### src/rtl/pulpino_board_pkg.sv
// Shared definitions for the PULPino board-level reset sequencer.
// Holds the sequencer state encoding, which is also driven onto the board
// LEDs, and the default timing constants used on the 50 MHz board clock.
package pulpino_board_pkg;

  // The encoding is visible on the LEDs, so the values are fixed.
  typedef enum logic [1:0] {
    ST_POR  = 2'd0,
    ST_WAIT = 2'd1,
    ST_RUN  = 2'd2,
    ST_HOLD = 2'd3
  } rst_state_e;

  // 10 ms of stable input at 50 MHz
  localparam int DEBOUNCE_CYCLES_DEF = 500000;
  // SoC reset stretch; must cover at least 4 divided SoC clocks on the board
  localparam int POR_CYCLES_DEF      = 1024;
  // Gap between SoC reset release and the earliest fetch enable
  localparam int FETCH_DELAY_DEF     = 256;

  function automatic int max_int(input int a, input int b);
    return (a > b) ? a : b;
  endfunction

endpackage

### src/rtl/pulpino_rst_ctrl_if.sv
// Board-side signal bundle of the reset sequencer.
//   rst_btn_n    : raw reset push-button, active-low, asynchronous to clk
//   fetch_sw_n   : raw fetch-enable switch, active-low, asynchronous to clk
//   soc_rst_n    : conditioned SoC reset, active-low
//   fetch_enable : conditioned fetch enable, active-high
//   state_o      : sequencer state for the board LEDs
// master = board/pin side, slave = sequencer.
interface pulpino_rst_ctrl_if;

  logic       rst_btn_n;
  logic       fetch_sw_n;
  logic       soc_rst_n;
  logic       fetch_enable;
  logic [1:0] state_o;

  modport master (
    output rst_btn_n,
    output fetch_sw_n,
    input  soc_rst_n,
    input  fetch_enable,
    input  state_o
  );

  modport slave (
    input  rst_btn_n,
    input  fetch_sw_n,
    output soc_rst_n,
    output fetch_enable,
    output state_o
  );

endinterface

### src/rtl/pulpino_debounce.sv
// Two-flop synchronizer followed by a counting debouncer for one raw pin.
//   clk   : board clock
//   rst_n : asynchronous active-low reset
//   din   : raw pin, asynchronous to clk
//   dout  : debounced level; equals the value the stable register holds
//           after the coming clk edge, so downstream logic acts on the same
//           edge the new level is committed
// A level is accepted after DEBOUNCE_CYCLES consecutive differing
// synchronized samples; anything shorter is discarded.
module pulpino_debounce
  import pulpino_board_pkg::*;
#(
  parameter int DEBOUNCE_CYCLES = DEBOUNCE_CYCLES_DEF
) (
  input  logic clk,
  input  logic rst_n,
  input  logic din,
  output logic dout
);

  localparam int                 CNT_W    = $clog2(DEBOUNCE_CYCLES + 1);
  localparam logic [CNT_W-1:0]   CNT_LAST = CNT_W'(DEBOUNCE_CYCLES - 1);

  logic             sync_p0;
  logic             sync_p1;
  logic             stable;
  logic [CNT_W-1:0] cnt;
  logic             differ;
  logic             commit;

  assign differ = (sync_p1 != stable);
  assign commit = differ && (cnt == CNT_LAST);

  always_ff @(posedge clk or negedge rst_n) begin
    if (!rst_n) begin
      sync_p0 <= 1'b1;
      sync_p1 <= 1'b1;
      stable  <= 1'b1;
      cnt     <= '0;
    end else begin
      // synchronizer stage boundary: p0 -> p1
      sync_p0 <= din;
      sync_p1 <= sync_p0;
      // debounce stage boundary: p1 -> stable
      if (!differ) begin
        cnt <= '0;
      end else if (commit) begin
        stable <= sync_p1;
        cnt    <= '0;
      end else begin
        cnt <= cnt + CNT_W'(1);
      end
    end
  end

  // Look-ahead of the stable register; once commit is true the new level
  // is certain to be taken on this edge, so it can be exposed immediately.
  assign dout = commit ? sync_p1 : stable;

endmodule

### src/rtl/pulpino_rst_ctrl.sv
// Board-level reset and start-up sequencer for PULPino on the ICBv1 board.
//   clk   : 50 MHz board clock, the only clock
//   rst_n : asynchronous active-low board power-good
//   bus   : slave side of pulpino_rst_ctrl_if (raw button and switch in,
//           conditioned soc_rst_n / fetch_enable and LED state out)
// Sequence: POR (hold SoC reset POR_CYCLES) -> WAIT (FETCH_DELAY cycles with
// SoC out of reset) -> RUN (fetch enable follows the switch). A debounced
// button press from any of these goes to HOLD; release restarts at POR.
module pulpino_rst_ctrl
  import pulpino_board_pkg::*;
#(
  parameter int DEBOUNCE_CYCLES = DEBOUNCE_CYCLES_DEF,
  parameter int POR_CYCLES      = POR_CYCLES_DEF,
  parameter int FETCH_DELAY     = FETCH_DELAY_DEF
) (
  input  logic                clk,
  input  logic                rst_n,
  pulpino_rst_ctrl_if.slave   bus
);

  // One counter is shared by POR and WAIT since they never overlap.
  localparam int               CNT_MAX    = max_int(POR_CYCLES, FETCH_DELAY);
  localparam int               CNT_W      = $clog2(CNT_MAX + 1);
  localparam logic [CNT_W-1:0] POR_LAST   = CNT_W'(POR_CYCLES - 1);
  localparam logic [CNT_W-1:0] FETCH_LAST = CNT_W'(FETCH_DELAY - 1);

  logic             btn_db;
  logic             sw_db;
  logic             pressed;
  rst_state_e       state;
  logic [CNT_W-1:0] cnt;
  logic             soc_rst;
  logic             fetch_en;

  pulpino_debounce #(
    .DEBOUNCE_CYCLES (DEBOUNCE_CYCLES)
  ) u_btn_db (
    .clk   (clk),
    .rst_n (rst_n),
    .din   (bus.rst_btn_n),
    .dout  (btn_db)
  );

  pulpino_debounce #(
    .DEBOUNCE_CYCLES (DEBOUNCE_CYCLES)
  ) u_sw_db (
    .clk   (clk),
    .rst_n (rst_n),
    .din   (bus.fetch_sw_n),
    .dout  (sw_db)
  );

  assign pressed = ~btn_db;

  // Outputs are registered here; a press outranks counter completion.
  always_ff @(posedge clk or negedge rst_n) begin
    if (!rst_n) begin
      state    <= ST_POR;
      cnt      <= '0;
      soc_rst  <= 1'b0;
      fetch_en <= 1'b0;
    end else begin
      case (state)
        ST_POR: begin
          fetch_en <= 1'b0;
          if (pressed) begin
            state   <= ST_HOLD;
            cnt     <= '0;
            soc_rst <= 1'b0;
          end else if (cnt == POR_LAST) begin
            state   <= ST_WAIT;
            cnt     <= '0;
            soc_rst <= 1'b1;
          end else begin
            cnt <= cnt + CNT_W'(1);
          end
        end
        ST_WAIT: begin
          fetch_en <= 1'b0;
          if (pressed) begin
            state   <= ST_HOLD;
            cnt     <= '0;
            soc_rst <= 1'b0;
          end else if (cnt == FETCH_LAST) begin
            state <= ST_RUN;
            cnt   <= '0;
          end else begin
            cnt <= cnt + CNT_W'(1);
          end
        end
        ST_RUN: begin
          if (pressed) begin
            state    <= ST_HOLD;
            cnt      <= '0;
            soc_rst  <= 1'b0;
            fetch_en <= 1'b0;
          end else begin
            // switch is free to toggle while running
            fetch_en <= ~sw_db;
          end
        end
        ST_HOLD: begin
          soc_rst  <= 1'b0;
          fetch_en <= 1'b0;
          cnt      <= '0;
          if (!pressed) begin
            state <= ST_POR;
          end
        end
        default: begin
          state    <= ST_POR;
          cnt      <= '0;
          soc_rst  <= 1'b0;
          fetch_en <= 1'b0;
        end
      endcase
    end
  end

  assign bus.soc_rst_n    = soc_rst;
  assign bus.fetch_enable = fetch_en;
  assign bus.state_o      = state;

endmodule

### src/flat_wrapper.sv
// flat-port wrapper written by rule: the top's interface ports become plain ports
module pulpino_rst_ctrl_flat import pulpino_board_pkg::*;
#(
  parameter int DEBOUNCE_CYCLES = DEBOUNCE_CYCLES_DEF,
  parameter int POR_CYCLES      = POR_CYCLES_DEF,
  parameter int FETCH_DELAY     = FETCH_DELAY_DEF
)
  (clk, rst_n, bus_rst_btn_n, bus_fetch_sw_n, bus_soc_rst_n, bus_fetch_enable, bus_state_o);
  pulpino_rst_ctrl_if bus_i ();
  input  logic clk;
  input  logic rst_n;
  input wire logic [$bits(bus_i.rst_btn_n)-1:0] bus_rst_btn_n;
  input wire logic [$bits(bus_i.fetch_sw_n)-1:0] bus_fetch_sw_n;
  output wire logic [$bits(bus_i.soc_rst_n)-1:0] bus_soc_rst_n;
  output wire logic [$bits(bus_i.fetch_enable)-1:0] bus_fetch_enable;
  output wire logic [$bits(bus_i.state_o)-1:0] bus_state_o;
  assign bus_i.rst_btn_n = bus_rst_btn_n;
  assign bus_i.fetch_sw_n = bus_fetch_sw_n;
  assign bus_soc_rst_n = bus_i.soc_rst_n;
  assign bus_fetch_enable = bus_i.fetch_enable;
  assign bus_state_o = bus_i.state_o;
  pulpino_rst_ctrl #(.DEBOUNCE_CYCLES(DEBOUNCE_CYCLES), .POR_CYCLES(POR_CYCLES), .FETCH_DELAY(FETCH_DELAY)) u_core (.clk(clk), .rst_n(rst_n), .bus(bus_i));
endmodule
### config.mk
export PLATFORM = sky130hd
export DESIGN_NAME = pulpino_rst_ctrl_flat
export DESIGN_NICKNAME = d
export VERILOG_FILES = /design/src/rtl/pulpino_board_pkg.sv /design/src/rtl/pulpino_rst_ctrl_if.sv /design/src/rtl/pulpino_debounce.sv /design/src/rtl/pulpino_rst_ctrl.sv /design/src/flat_wrapper.sv
export SDC_FILE = /design/constraint.sdc
export NUM_CORES = 1
export LEC_CHECK = 0
export ABC_AREA = 0
export BUFFER_PORTS_ARGS = -buffer_cell sky130_fd_sc_hd__buf_2
export CAP_MARGIN = 20
export CORE_ASPECT_RATIO = 1.25
export CORE_UTILIZATION = 60
export CTS_CLUSTER_DIAMETER = 30
export DETAILED_ROUTE_END_ITERATION = 12
export PLACE_DENSITY_LB_ADDON = 0.3
export SYNTH_ARGS = -nofsm -noshare
export SYNTH_HDL_FRONTEND = slang
export SYNTH_HIERARCHICAL = 1
export SYNTH_SLANG_ARGS = --single-unit
### constraint.sdc
create_clock -name clk -period 4.1 [get_ports clk]
set_input_delay 0.615 -clock clk [delete_from_list [all_inputs] [get_ports clk]]
set_output_delay 0.615 -clock clk [all_outputs]
set_load 0.1 [all_outputs]
==> impl_summary.md, run 1 <==
STA
The total negative slack is 0 ps. The number of pins with negative max-slew slack in the final report is 0. The final worst clock skew is 10.8 ps. The measured slew at the worst slew-check pin is 705 ps. The number of failing hold endpoints at the final stage is 0. Of the available clock period, the critical path in the final layout requires 74.9%. Setup slack closes at 1030 ps. Setup repair after global routing left no endpoint under its margin. The final setup violation count is 0. After layout, the minimum clock period comes to 3070 ps. The top achievable clock speed is 326 MHz.

The normalized max-slew margin is 53.0%.

Worst setup path
The maximum fanout along the worst path is 10. The worst register-to-register path has a depth of 8. The worst reg2reg path endpoint is u_core/cnt[4]$_DFFE_PN0P_.

For the worst setup path, the data required time is 4360 ps. The type of element launching the critical path is a flop. The startpoint identified for the worst register-to-register timing path is u_core/u_btn_db/cnt[8]$_DFF_PN0_. The setup slack on the worst flop-to-flop path is 1030 ps. The worst setup path is of the flop to flop kind.

Data on the critical path arrives at its endpoint at 3330 ps. The endpoint type of the worst setup path is a flop.

Drt
The routed length per instance is 14.7 µm. For this run, design rule violations remaining after detail routing come to 0. Wires add up to 5.80 mm. In the routed layout, each cell is associated on average with a via count of 5.99. The detailed router finished its first iteration with 106 violations. The count of nets left with antenna violations once routing finished came out at 0. The first detailed-routing pass ran for 5 iterations. For this block, the via count after detailed routing is 2,371.

Synthesis
The number of distinct standard cells referenced by the synthesized netlist is 45. The yosys synthesis warning count is 6. The mean area per synthesized cell is 9.73 µm². The total of flip-flops plus latches after synthesis is 59. The number of instances in the synthesized netlist is 318.

The number of nets handed over by synthesis was 330. Counting flops with an async set or reset pin after synthesis yields a share of 100%. The count of flip-flops with a built-in enable after synthesis is 0. In this run the cell area of the synthesized design comes to 3100 µm². Among all flip-flop cells after synthesis, the most frequent one is sky130_fd_sc_hd__dfrtp_1.

The post-synthesis sequential area ratio is 47.9%.

Layout
In the layout the commonest cells are sky130_fd_sc_hd__dfrtp_1 (53), sky130_fd_sc_hd__nor2_1 (37), sky130_fd_sc_hd__nand2_1 (31). The final-stage net count is 343. The number of antenna diodes in the final layout is 0. Of the cells placed in the final design, the portion with a size suffix greater than 1 is 14.6%. The most common cell after layout, fill and taps aside is sky130_fd_sc_hd__dfrtp_1.

The area growth from synthesis to final layout is 8.57%. Cells fill 69.5% of the core in the end.

Die
The die is 82.3 µm tall. The I/O pin total is 8. The die covers 5450 µm². The floorplan step set the die width to 66.2 µm.

The initial standard-cell utilization of the core is 64.0%. The core box area is 4830 µm². The count of standard-cell rows is 28.

Power and ir drop
The leakage power is 0.00133 µW. The areal power density over the cells is 332 nW/µm². The worst-case vdd ir drop is 0.245 mV. Overall power consumption after layout is estimated at 1120 µW.

Job
Across the run, the number of max-cap violations was 0.

Clock tree
Clock-pin slew was measured on the worst setup and hold paths at 70 ps. The clock latency reported for the late side of the worst-skew pair is 340 ps. The number of post-CTS setup repair buffers is 0.

The clock sink count is 59. TritonCTS built the clock tree. For this design, the CTS-stage hold fixing added 0 buffers. The buffer cell driving the clock tree root is sky130_fd_sc_hd__clkbuf_8. The total clock buffers created by CTS is 9. The maximum level of the CTS H-tree is 3. In this run the deepest clock path goes through 2 buffers. Post-CTS repair changed the size of 0 cells.

GRT
Entering global routing, the biggest net connects 33 pins. The number of antenna violations at the first check in global routing is 0. Global routing consumed, over all layers together, 24.8% of the routing resources.

The remaining global-route overflow is 0. The number of global-route vias before repair is 2,308. The wire length of the first global-routing pass is 10.1 mm.

Min path
The path type of the worst min-delay path is primary input to async pin.

Placed design
The count of buffers added on input and output ports is 7. At the end of routability-driven placement, the weighted congestion stood at 0.884. The post-placement setup slack is 1050 ps.

The detailed placer's ending HPWL is 4.08 mm.

Outcome
The run finished with clean final reports.
-- flip-flops by register name, summed over array words and instances (netlist names), 2 cells and up --
signal	count
u_core/u_sw_db/cnt	19
u_core/bus.state_o	2
u_core/u_btn_db/cnt	19
u_core/cnt	11
-- report_power, final --
part	total [µW]	internal [µW]	switching (µW)
logic	31.3	8.62	22.7
registers	597	591	5.96
clock network	488	267	221
total	1120	867	249
-- final cells by class --
class | count | area (µm²)
clock buffer | 14 | 173
clock inverter | 2 | 10.0
fill | 378 | 1470
inverter | 13 | 48.8
multi-input combinational | 238 | 1510
sequential | 59 | 1480
tap | 60 | 75.1
timing repair buffer | 10 | 57.6
-- metrics by stage --
stage	instances	cell area, µm²	hold WS, ps
after floorplan	318	3100	319
after global placement	380	3180	346
after detailed placement	380	3180	348
after CTS	396	3360	339
after global routing	396	3360	362
final	396	3360	324
-- critical path, stage by stage, from the launching register on --
cell and delay (ps):
sky130_fd_sc_hd__dfrtp_1 420, sky130_fd_sc_hd__nor4bb_1 370, sky130_fd_sc_hd__nand4_1 200, sky130_fd_sc_hd__nor3_1 310, sky130_fd_sc_hd__mux2_2 460, sky130_fd_sc_hd__and2_1 280, sky130_fd_sc_hd__or3_1 520, sky130_fd_sc_hd__or3_1 350
sky130_fd_sc_hd__o211ai_1 90
-- cells in the mapped netlist (2+ instances only) --
cell                       instances  area share [%]
sky130_fd_sc_hd__or3_2             4            0.97
sky130_fd_sc_hd__o31ai_1           6             1.5
sky130_fd_sc_hd__nand4_4           2             1.4
sky130_fd_sc_hd__or4_1             4            0.97
sky130_fd_sc_hd__inv_1            13             1.6
sky130_fd_sc_hd__nor3_1           14             2.3
sky130_fd_sc_hd__xor2_1            8             2.3
sky130_fd_sc_hd__nand4_1          10             2.0
sky130_fd_sc_hd__nor4_1            9             1.8
sky130_fd_sc_hd__and2_1            4            0.81
sky130_fd_sc_hd__and4_1            2            0.57
sky130_fd_sc_hd__o31ai_2           2            0.81
sky130_fd_sc_hd__o211ai_1          2            0.48
sky130_fd_sc_hd__ha_1              8             3.2
sky130_fd_sc_hd__mux2_2            4             1.5
sky130_fd_sc_hd__xnor2_1          20             5.7
sky130_fd_sc_hd__nor4bb_1          2            0.65
sky130_fd_sc_hd__nand2_1          31             3.8
sky130_fd_sc_hd__o21ai_0          21             3.4
sky130_fd_sc_hd__o21ai_1           2            0.32
sky130_fd_sc_hd__a31o_2            3            0.85
sky130_fd_sc_hd__nand3_1          16             2.6
sky130_fd_sc_hd__nand2b_1          2            0.40
sky130_fd_sc_hd__clkbuf_2          2            0.32
sky130_fd_sc_hd__a21oi_1           9             1.5
sky130_fd_sc_hd__or3_1             3            0.61
sky130_fd_sc_hd__dfrtp_1          53              43
sky130_fd_sc_hd__buf_2             2            0.32
sky130_fd_sc_hd__nor2_1           37             4.5
sky130_fd_sc_hd__clkbuf_1          2            0.24
sky130_fd_sc_hd__dfstp_2           6             5.1
sky130_fd_sc_hd__buf_6             2            0.73
-- cell families (layout without fill, tap and decap cells) --
family                   after synthesis  after routing  synth area share [%]
AO/OA/AOI/OAI                         51             51                  11.1
XOR/XNOR                              28             28                  7.92
adder cells (fa/ha/maj)                8              8                  3.23
buffers and inverters                 21             39                  3.19
flip-flops                            59             59                  47.9
multiplexers                           5              5                  1.78
AND/OR/NAND/NOR                      146            146                  24.8
-- worst max path at each step --
stage                                       from                        end  slack, ps  cells past startpoint
6_report        u_core/u_btn_db/cnt[8]$_DFF_PN0_  u_core/cnt[4]$_DFFE_PN0P_       1030                      8
5_1_grt         u_core/u_btn_db/cnt[9]$_DFF_PN0_  u_core/cnt[4]$_DFFE_PN0P_        780                      8
4_1_cts         u_core/u_btn_db/cnt[8]$_DFF_PN0_  u_core/cnt[4]$_DFFE_PN0P_       1060                      8
3_5_place_dp    u_core/u_btn_db/cnt[0]$_DFF_PN0_  u_core/cnt[4]$_DFFE_PN0P_       1050                      8
3_3_place_gp    u_core/u_btn_db/cnt[0]$_DFF_PN0_  u_core/cnt[4]$_DFFE_PN0P_       1170                      8
2_1_floorplan  u_core/bus.state_o[0]$_DFFE_PN0P_  u_core/cnt[4]$_DFFE_PN0P_       1150                      9
-- per-layer routing --
layer	global-route usage (%)	up-vias	wire (µm)
li1	-	1161	-
met1	29.5	1157	2610
met2	43.5	51	2960
met3	5.77	2	215
met4	8.94	0	19
met5	0	-	0
(Power assumes the default switching activity.)
==> inputs of run 2 (changes only) <==
--- a/config.mk
+++ b/config.mk
@@ -9,7 +9,7 @@
 export BUFFER_PORTS_ARGS = -buffer_cell sky130_fd_sc_hd__buf_2
 export CAP_MARGIN = 20
 export CORE_ASPECT_RATIO = 1.25
-export CORE_UTILIZATION = 60
+export CORE_UTILIZATION = 56
 export CTS_CLUSTER_DIAMETER = 30
 export DETAILED_ROUTE_END_ITERATION = 12
 export PLACE_DENSITY_LB_ADDON = 0.3
==> constraint.sdc (replaced) <==
create_clock -name clk -period 2.5 [get_ports clk]
set_input_delay 0.375 -clock clk [delete_from_list [all_inputs] [get_ports clk]]
set_output_delay 0.375 -clock clk [all_outputs]
set_load 0.1 [all_outputs]
==> impl_summary.md, run 2 (synthesis gave the netlist of run 1 again) <==
Worst setup path
The endpoint identified for the worst register-to-register timing path is u_core/bus.state_o[0]$_DFFE_PN0P_. By startpoint and endpoint, the worst setup path is classified as flop to flop. The worst reg-to-reg path cell count is 10 (+2).

The startpoint identified for the worst register-to-register timing path is u_core/u_btn_db/cnt[9]$_DFF_PN0_. The worst setup path is launched from a flop. The setup slack on the worst flop-to-flop path was -20 ps (-1050 ps). The maximum fanout along the worst path was 4 (-6). The data required time at the worst endpoint was 2750 ps (-1610 ps).

The arrival time of data at the critical path endpoint came to 2770 ps (-560 ps). The endpoint type of the worst setup path is a flop.

Job
The number of maximum-capacitance violations was 0 (unchanged).

Power and ir drop
The leakage power was 0.00148 µW (+11%). The areal power density over the cells is 498 nW/µm² (+50%). The worst-case vdd ir drop is 0.418 mV (+71%).

Placed design
The post-placement setup slack is -136 ps (-1180 ps). The area of placed instances is 3370 µm² (+6.0%). The number of buffer cells added on primary ports was 7 (unchanged).

The detailed placer's ending HPWL is 4.19 mm (+2.8%). The global placer's final weighted congestion is 0.818 (-7.5%). The number of placed instances, taps included came to 403 (+6.1%).

Die
The initial standard-cell utilization of the core is 59.7% (-4.4 points). The die span in y is 85.1 µm (+3.4%). The I/O pin total is 8 (unchanged).

The core box area was 5190 µm² (+7.3%). The width of the die was 68.5 µm (+3.4%). The total die area is 5830 µm² (+6.9%). The count of standard-cell rows is 29 (+3.6%).

STA
The number of pins with negative max-slew slack in the final report was 0 (unchanged). The final setup violation count came to 2 (+2). The worst slack on hold paths came to 128 ps (-196 ps). The top achievable clock speed is 397 MHz (+22%). The final worst slack is -19.4 ps (-1050 ps). Setup repair after global routing could not meet its margin everywhere.

The number of failing hold endpoints at the final stage is 0 (unchanged). The shortest clock period the worst path allows after layout is 2520 ps (-550 ps). The final worst clock skew is 7.31 ps (-3.46 ps). The normalized max-slew margin is 45.4% (-7.6 points). The post-route fraction of the period consumed by the critical path is 101% (+26 points). The measured slew at the worst slew-check pin is 819 ps (+114 ps).

Drt
The final routed wirelength across all metal layers was 6.06 mm (+4.4%). The number of optimization iterations in the first detailed-route pass is 4 (-1). The met1 wire length is 2.73 mm (+4.6%). The post-route DRC violation count was 0 (unchanged). The routed length per instance was 14.3 µm (-2.5%). The via count normalized by instance count came to 5.81 (-2.9%). The top metal layer carrying routed signals is met4. The initial detailed-routing violation count is 201 (+90%). The detailed-routed wire length on met2 was 3.05 mm (+3.2%). The count of nets left with antenna violations after detail routing is 0 (unchanged). The met3 wire length is 190 µm (-12%). The total number of vias is 2,465 (+4.0%).

Clock tree
The clock latency reported for the late side of the worst-skew pair is 340 ps (about the same). The clock sink count is 59 (unchanged). The total clock buffers created by CTS is 9 (unchanged). The TritonCTS clock tree is done. The clock-pin transition on the worst setup and hold timing paths is 60 ps (about the same). The maximum level of the CTS H-tree is 3 (unchanged). The buffer cell driving the clock tree root is sky130_fd_sc_hd__clkbuf_8. The buffer levels on the longest clock path is 2 (unchanged).

GRT
The global-route total usage across every layer was 24.2% (-0.51 points). The largest net degree at the start of global routing came to 35 (+6.1%). The number of antenna violations at the first check in global routing is 0 (unchanged). The remaining global-route overflow is 0 (unchanged). The number of global-route vias before repair came to 2,292 (-0.69%). The wire length of the first global-routing pass was 10.4 mm (+2.6%).

Outcome
The final reports fail on negative setup slack. The run finished, with violations left.

Layout
The library cells used most frequently in the layout, excluding fill and tap cells, are sky130_fd_sc_hd__dfrtp_1 (51), sky130_fd_sc_hd__nor2_1 (36), sky130_fd_sc_hd__nand2_1 (31). The fraction of final layout cells with drive strength greater than 1 is 23.8% (+9.2 points). The final-stage net count is 369 (+7.6%). The final instance area is 3620 µm² (+7.8%). The area growth from synthesis to final layout is 17.1%. The library cell used most frequently in the layout, excluding fill and tap cells, is sky130_fd_sc_hd__dfrtp_1. In the final layout, the registers with the most flip-flops are u_core/u_btn_db/cnt (19), u_core/u_sw_db/cnt (19), u_core/cnt (11). The non-filler instance count after layout was 424 (+7.1%). The share of the core filled with cells in the final layout is 69.8% (+0.32 points). The antenna cell count was 0 (unchanged).

Min path
The path type of the worst min-delay path is primary input to async pin.
run 2: changes by cell type in the layout (fill, tap and decap cells not counted), moves of 2 or more:
| cell | previous run | this run |
|---|---|---|
| sky130_fd_sc_hd__o21ai_1 | 2 | 4 |
| sky130_fd_sc_hd__dfrtp_1 | 53 | 51 |
| sky130_fd_sc_hd__o31ai_1 | 6 | 4 |
| sky130_fd_sc_hd__dfrtp_4 | 0 | 2 |
| sky130_fd_sc_hd__o31ai_2 | 2 | 4 |
| sky130_fd_sc_hd__buf_4 | 3 | 28 |
| sky130_fd_sc_hd__o21ai_0 | 21 | 18 |
run 2: worst max path at each step:
stage	endpoint	start	depth (start not counted)	slack [ps]
detailed placement	u_core/bus.state_o[0]$_DFFE_PN0P_	u_core/u_btn_db/cnt[14]$_DFF_PN0_	9	-140
global placement	u_core/cnt[4]$_DFFE_PN0P_	u_core/u_btn_db/cnt[14]$_DFF_PN0_	8	-1
global route	u_core/bus.state_o[0]$_DFFE_PN0P_	u_core/u_btn_db/cnt[9]$_DFF_PN0_	10	-110
finish	u_core/bus.state_o[0]$_DFFE_PN0P_	u_core/u_btn_db/cnt[9]$_DFF_PN0_	10	-20
CTS	u_core/cnt[4]$_DFFE_PN0P_	u_core/u_btn_db/cnt[7]$_DFF_PN0_	8	3
floorplan	u_core/cnt[4]$_DFFE_PN0P_	u_core/u_btn_db/cnt[8]$_DFF_PN0_	11	-170
run 2: final cells by class:
cell class              instances  area (µm²)
clock buffers                  14         163
clock inverters                 2        10.0
fillers                       415        1570
inverters                      13        48.8
multi-input cells             238        1570
flip-flops and latches         59        1490
well taps                      62        77.6
repair buffers                 36         265
run 2: through the flow:
step           power (µW)  setup TNS, ps
5_1_grt              1880           -355
4_1_cts              1820              0
3_5_place_dp         1060           -436
3_3_place_gp         1050          -1.49
2_1_floorplan        1020           -421
6_report             1810          -24.4
run 2: routing by layer:
layer,up-vias,global-route usage (%)
met1,1209,32.8
met3,7,6.59
met5,-,0
li1,1212,-
met2,37,36.2
met4,0,10.2
run 2: repair_timing:
item                       CTS  global route
gates resized for setup      6             6
setup endpoints to repair   10            10
pin swaps                    5             4
setup buffers                2             3
hold buffers                 0             0
run 2: critical path, cell delays in order (launching register included):
cell                        delay [ps]
sky130_fd_sc_hd__dfrtp_1           370
sky130_fd_sc_hd__nor4bb_1          300
sky130_fd_sc_hd__nand4_1           190
sky130_fd_sc_hd__nor3_2            300
sky130_fd_sc_hd__mux2_4            350
sky130_fd_sc_hd__and2_4            170
sky130_fd_sc_hd__nor2_2            110
sky130_fd_sc_hd__a41oi_2           140
sky130_fd_sc_hd__buf_4             170
sky130_fd_sc_hd__a2bb2oi_2         150
sky130_fd_sc_hd__o211ai_1          180
run 2: power by group:
group,internal [µW],total (µW),leakage [µW],switching (µW)
logic,18.4,57.4,0.000602,38.9
registers,969,980,0.000788,10.9
clock network,411,768,0.0000905,357
==> inputs of run 3 (changes only) <==
--- a/config.mk
+++ b/config.mk
@@ -15,5 +15,4 @@
 export PLACE_DENSITY_LB_ADDON = 0.3
 export SYNTH_ARGS = -nofsm -noshare
 export SYNTH_HDL_FRONTEND = slang
-export SYNTH_HIERARCHICAL = 1
 export SYNTH_SLANG_ARGS = --single-unit
==> impl_summary.md, run 3 <==
Outcome
The run finished with clean final reports.

Placed design
The detailed placer's ending HPWL was 3.67 mm (-12%). The number of buffer cells added on primary ports is 7 (unchanged). The global placer's final weighted congestion is 0.790 (-3.4%).

Synthesis
The total of flip-flops plus latches after synthesis is 59 (unchanged). sky130_fd_sc_hd__dfrtp_1 takes more of the synthesized area than any other cell. The number of distinct standard cells referenced by the synthesized netlist is 50 (+11%). The yosys synthesis warning count is 0 (-6). The post-synth net total was 310 (-6.1%). The mean area per synthesized cell is 9.89 µm² (+1.6%).

The count of flip-flops with a built-in enable after synthesis was 0 (unchanged). The top flip-flop cell by instance count after synthesis is sky130_fd_sc_hd__dfrtp_1. After synthesis, the cell types taking the most area are sky130_fd_sc_hd__dfrtp_1 (45%), sky130_fd_sc_hd__nor2_1 (6.9%), sky130_fd_sc_hd__xor2_1 (5.9%).

The most common cell in the synthesized netlist is sky130_fd_sc_hd__nor2_1. The commonest cells after synthesis are sky130_fd_sc_hd__nor2_1 (54), sky130_fd_sc_hd__dfrtp_1 (53), sky130_fd_sc_hd__nand2_1 (22). The area share of the leading cell type in the synthesized netlist came to 45.0% (+2.2 points). The post-synthesis sequential area ratio was 50.4% (+2.4 points). The share of synthesized flip-flops with an asynchronous set or reset was 100% (unchanged).

The cell area after technology mapping is 2950 µm² (-4.8%). The number of instances in the synthesized netlist is 298 (-6.3%).

Worst setup path
The maximum fanout along the worst path is 5 (+1). The critical register-to-register path startpoint is u_core.cnt[0]$_DFFE_PN0P_. In this run the critical register-to-register path is captured at u_core.bus.state_o[0]$_DFFE_PN0P_. The arrival time of data at the critical path endpoint is 2440 ps (-330 ps). The data required time at the worst endpoint was 2710 ps (-40 ps). By startpoint and endpoint, the worst setup path is classified as flop to flop. The setup slack on the worst flop-to-flop path is 270 ps (+290 ps). STA classifies the critical path startpoint as a flop.

The worst reg-to-reg path cell count is 7 (-3). The worst setup path is captured at a flop.

STA
The post-route fraction of the period consumed by the critical path is 89.1% (-12 points). The shortest clock period the worst path allows after layout is 2230 ps (-293 ps). Setup repair after global routing left no endpoint under its margin.

The normalized max-slew margin is 59.4% (+14 points). The total negative slack is 0 ps (+24.4 ps). The number of pins with negative max-slew slack in the final report was 0 (unchanged). The number of failing hold endpoints at the final stage is 0 (unchanged). The measured slew at the worst slew-check pin is 609 ps (-210 ps). The final worst clock skew came to 9.66 ps (+2.35 ps). The top achievable clock speed came to 449 MHz (+13%).

The final setup violation count came to 0 (-2).

Clock tree
The number of hold buffers added after CTS came to 0 (unchanged). The maximum level of the CTS H-tree is 3 (unchanged). The TritonCTS clock tree is done. The total clock buffers created by CTS is 9 (unchanged). The clock latency reported for the late side of the worst-skew pair is 330 ps (about the same).

The number of post-CTS setup repair buffers is 0 (-2). The number of instances resized during post-cts repair was 0 (-6). The clock sink count came to 59 (unchanged). The clock-pin transition on the worst setup and hold timing paths is 70 ps (about the same). The buffer levels on the longest clock path came to 2 (unchanged). The cell sitting at the root of the clock tree is a sky130_fd_sc_hd__clkbuf_8.

Power and ir drop
The worst-case vdd ir drop is 0.387 mV (-7.4%). The areal power density over the cells came to 575 nW/µm² (+15%). The leakage power is 0.00140 µW (-5.2%).

The overall power of the completed layout came to 1880 µW (+3.9%).

Layout
The area growth from synthesis to final layout is 10.7%. The library cell used most frequently in the layout, excluding fill and tap cells, is sky130_fd_sc_hd__nor2_1. The library cells used most frequently in the layout, excluding fill and tap cells, are sky130_fd_sc_hd__nor2_1 (54), sky130_fd_sc_hd__dfrtp_1 (51), sky130_fd_sc_hd__nand2_1 (22).

The largest registers in the layout are u_core.u_btn_db.cnt (19), u_core.u_sw_db.cnt (19), u_core.cnt (11). The fraction of final layout cells with drive strength greater than 1 is 14.8% (-8.9 points). The antenna cell count is 0 (unchanged). The final-stage net count came to 324 (-12%). The fill cell instance count of the final layout is 429 (+3.4%).

Drt
The routed length per instance came to 14.0 µm (-1.7%). The via count normalized by instance count is 5.62 (-3.3%). The final routed wirelength across all metal layers was 5.32 mm (-12%).

The number of optimization iterations in the first detailed-route pass was 4 (unchanged). The post-route DRC violation count is 0 (unchanged). The total number of vias was 2,131 (-14%). The initial detailed-routing violation count is 161 (-20%). The count of nets left with antenna violations after detail routing is 0 (unchanged).

Die
The I/O pin total is 8 (unchanged). The total die area was 5560 µm² (-4.7%). The core box area is 5080 µm² (-2.1%). The count of standard-cell rows came to 29 (unchanged). The width of the die is 66.9 µm (-2.4%).

The die span in y is 83.1 µm (-2.4%). The initial standard-cell utilization of the core came to 58.0% (-1.7 points).

GRT
The wire length of the first global-routing pass is 9.15 mm (-12%). The global-route total usage across every layer came to 21.8% (-2.4 points). The number of antenna violations at the first check in global routing is 0 (unchanged). The peak-usage layer in the global routing report is met2.

The number of global-route vias before repair came to 2,099 (-8.4%). The remaining global-route overflow is 0 (unchanged). The largest net degree at the start of global routing is 36 (+2.9%). The met3 demand-to-capacity share in global routing was 6.59% (+0.0074 points). The met2 demand-to-capacity share in global routing is 34.3% (-1.9 points). The met1 capacity usage during global routing is 27.8% (-5.1 points).

Min path
The path class of the tightest hold or removal check is primary input to async pin.

Job
The number of maximum-capacitance violations is 0 (unchanged).
-- run 3: cell types whose count changed after synthesis, moves of 7 or more --
cell,change
sky130_fd_sc_hd__nor3_1,-9
sky130_fd_sc_hd__nor2_1,+17
sky130_fd_sc_hd__inv_1,-7
sky130_fd_sc_hd__o21ai_0,-10
sky130_fd_sc_hd__xor2_1,+12
sky130_fd_sc_hd__nand2_1,-9
-- run 3: metal layers --
metal | wire [µm] | vias up
li1 | - | 1073
met1 | 2440 | 1026
met2 | 2650 | 24
met3 | 148 | 8
met4 | 81 | 0
met5 | 0 | -
-- run 3: logic make-up (layout without fill, tap and decap cells) --
kind of cell	Yosys count	count (layout)	share of synthesized area (%)
flip-flops	59	59	50.4
adder cells (fa/ha/maj)	8	8	3.40
AO/OA/AOI/OAI	38	38	8.28
buffers and inverters	13	32	1.70
XOR/XNOR	34	34	10.1
multiplexers	3	3	1.06
AND/OR/NAND/NOR	143	143	25.1
-- run 3: per-stage QoR --
stage               utilization (%)  hold slack, ps  setup slack (ps)  std cells  instance area (µm²)
floorplan                         -            79.4               306        298                 2950
global placement               60.4             347               370        363                 3070
detailed placement             60.4             349               278        363                 3070
CTS                            64.2            42.9               272        379                 3260
global route                   64.2            68.3               123        379                 3260
finish                         64.2            25.1               274        379                 3260
-- run 3: worst max-delay path, stage by stage (launching register included) --
cell                       delay (ps)
sky130_fd_sc_hd__dfrtp_1          370
sky130_fd_sc_hd__ha_1             250
sky130_fd_sc_hd__nand3_2          140
sky130_fd_sc_hd__or4_4            560
sky130_fd_sc_hd__a211oi_2         280
sky130_fd_sc_hd__o21ai_2          130
sky130_fd_sc_hd__o311a_1          140
sky130_fd_sc_hd__o31a_1           240
-- run 3: worst max-delay path by stage --
| stage | start | to | slack, ps | depth (start not counted) |
|---|---|---|---|---|
| after floorplan | u_core.bus.state_o[0]$_DFFE_PN0P_ | u_core.cnt[7]$_DFFE_PN0P_ | 310 | 6 |
| after global placement | u_core.cnt[0]$_DFFE_PN0P_ | u_core.bus.state_o[0]$_DFFE_PN0P_ | 370 | 7 |
| after detailed placement | u_core.cnt[0]$_DFFE_PN0P_ | u_core.bus.state_o[1]$_DFFE_PN0P_ | 280 | 7 |
| after CTS | u_core.cnt[0]$_DFFE_PN0P_ | u_core.bus.state_o[1]$_DFFE_PN0P_ | 270 | 7 |
| after global routing | u_core.cnt[0]$_DFFE_PN0P_ | u_core.bus.state_o[1]$_DFFE_PN0P_ | 120 | 7 |
| final | u_core.cnt[0]$_DFFE_PN0P_ | u_core.bus.state_o[0]$_DFFE_PN0P_ | 270 | 7 |
-- run 3: layout make-up --
class                      count  area [µm²]  share of cell area (%)
inverter                       6        22.5                   0.690
clock inverter                 5        52.6                    1.61
sequential                    59        1490                    45.6
clock buffer                  11         141                    4.33
timing repair buffer          10        70.1                    2.15
tap                           62        77.6                    2.38
multi-input combinational    226        1410                    43.3
-- run 3: where the power goes --
part	internal [µW]	leakage [µW]	switching (µW)
Sequential	969	0.000787	9.25
Clock	482	0.0000991	368
Combinational	13.7	0.000518	34.7
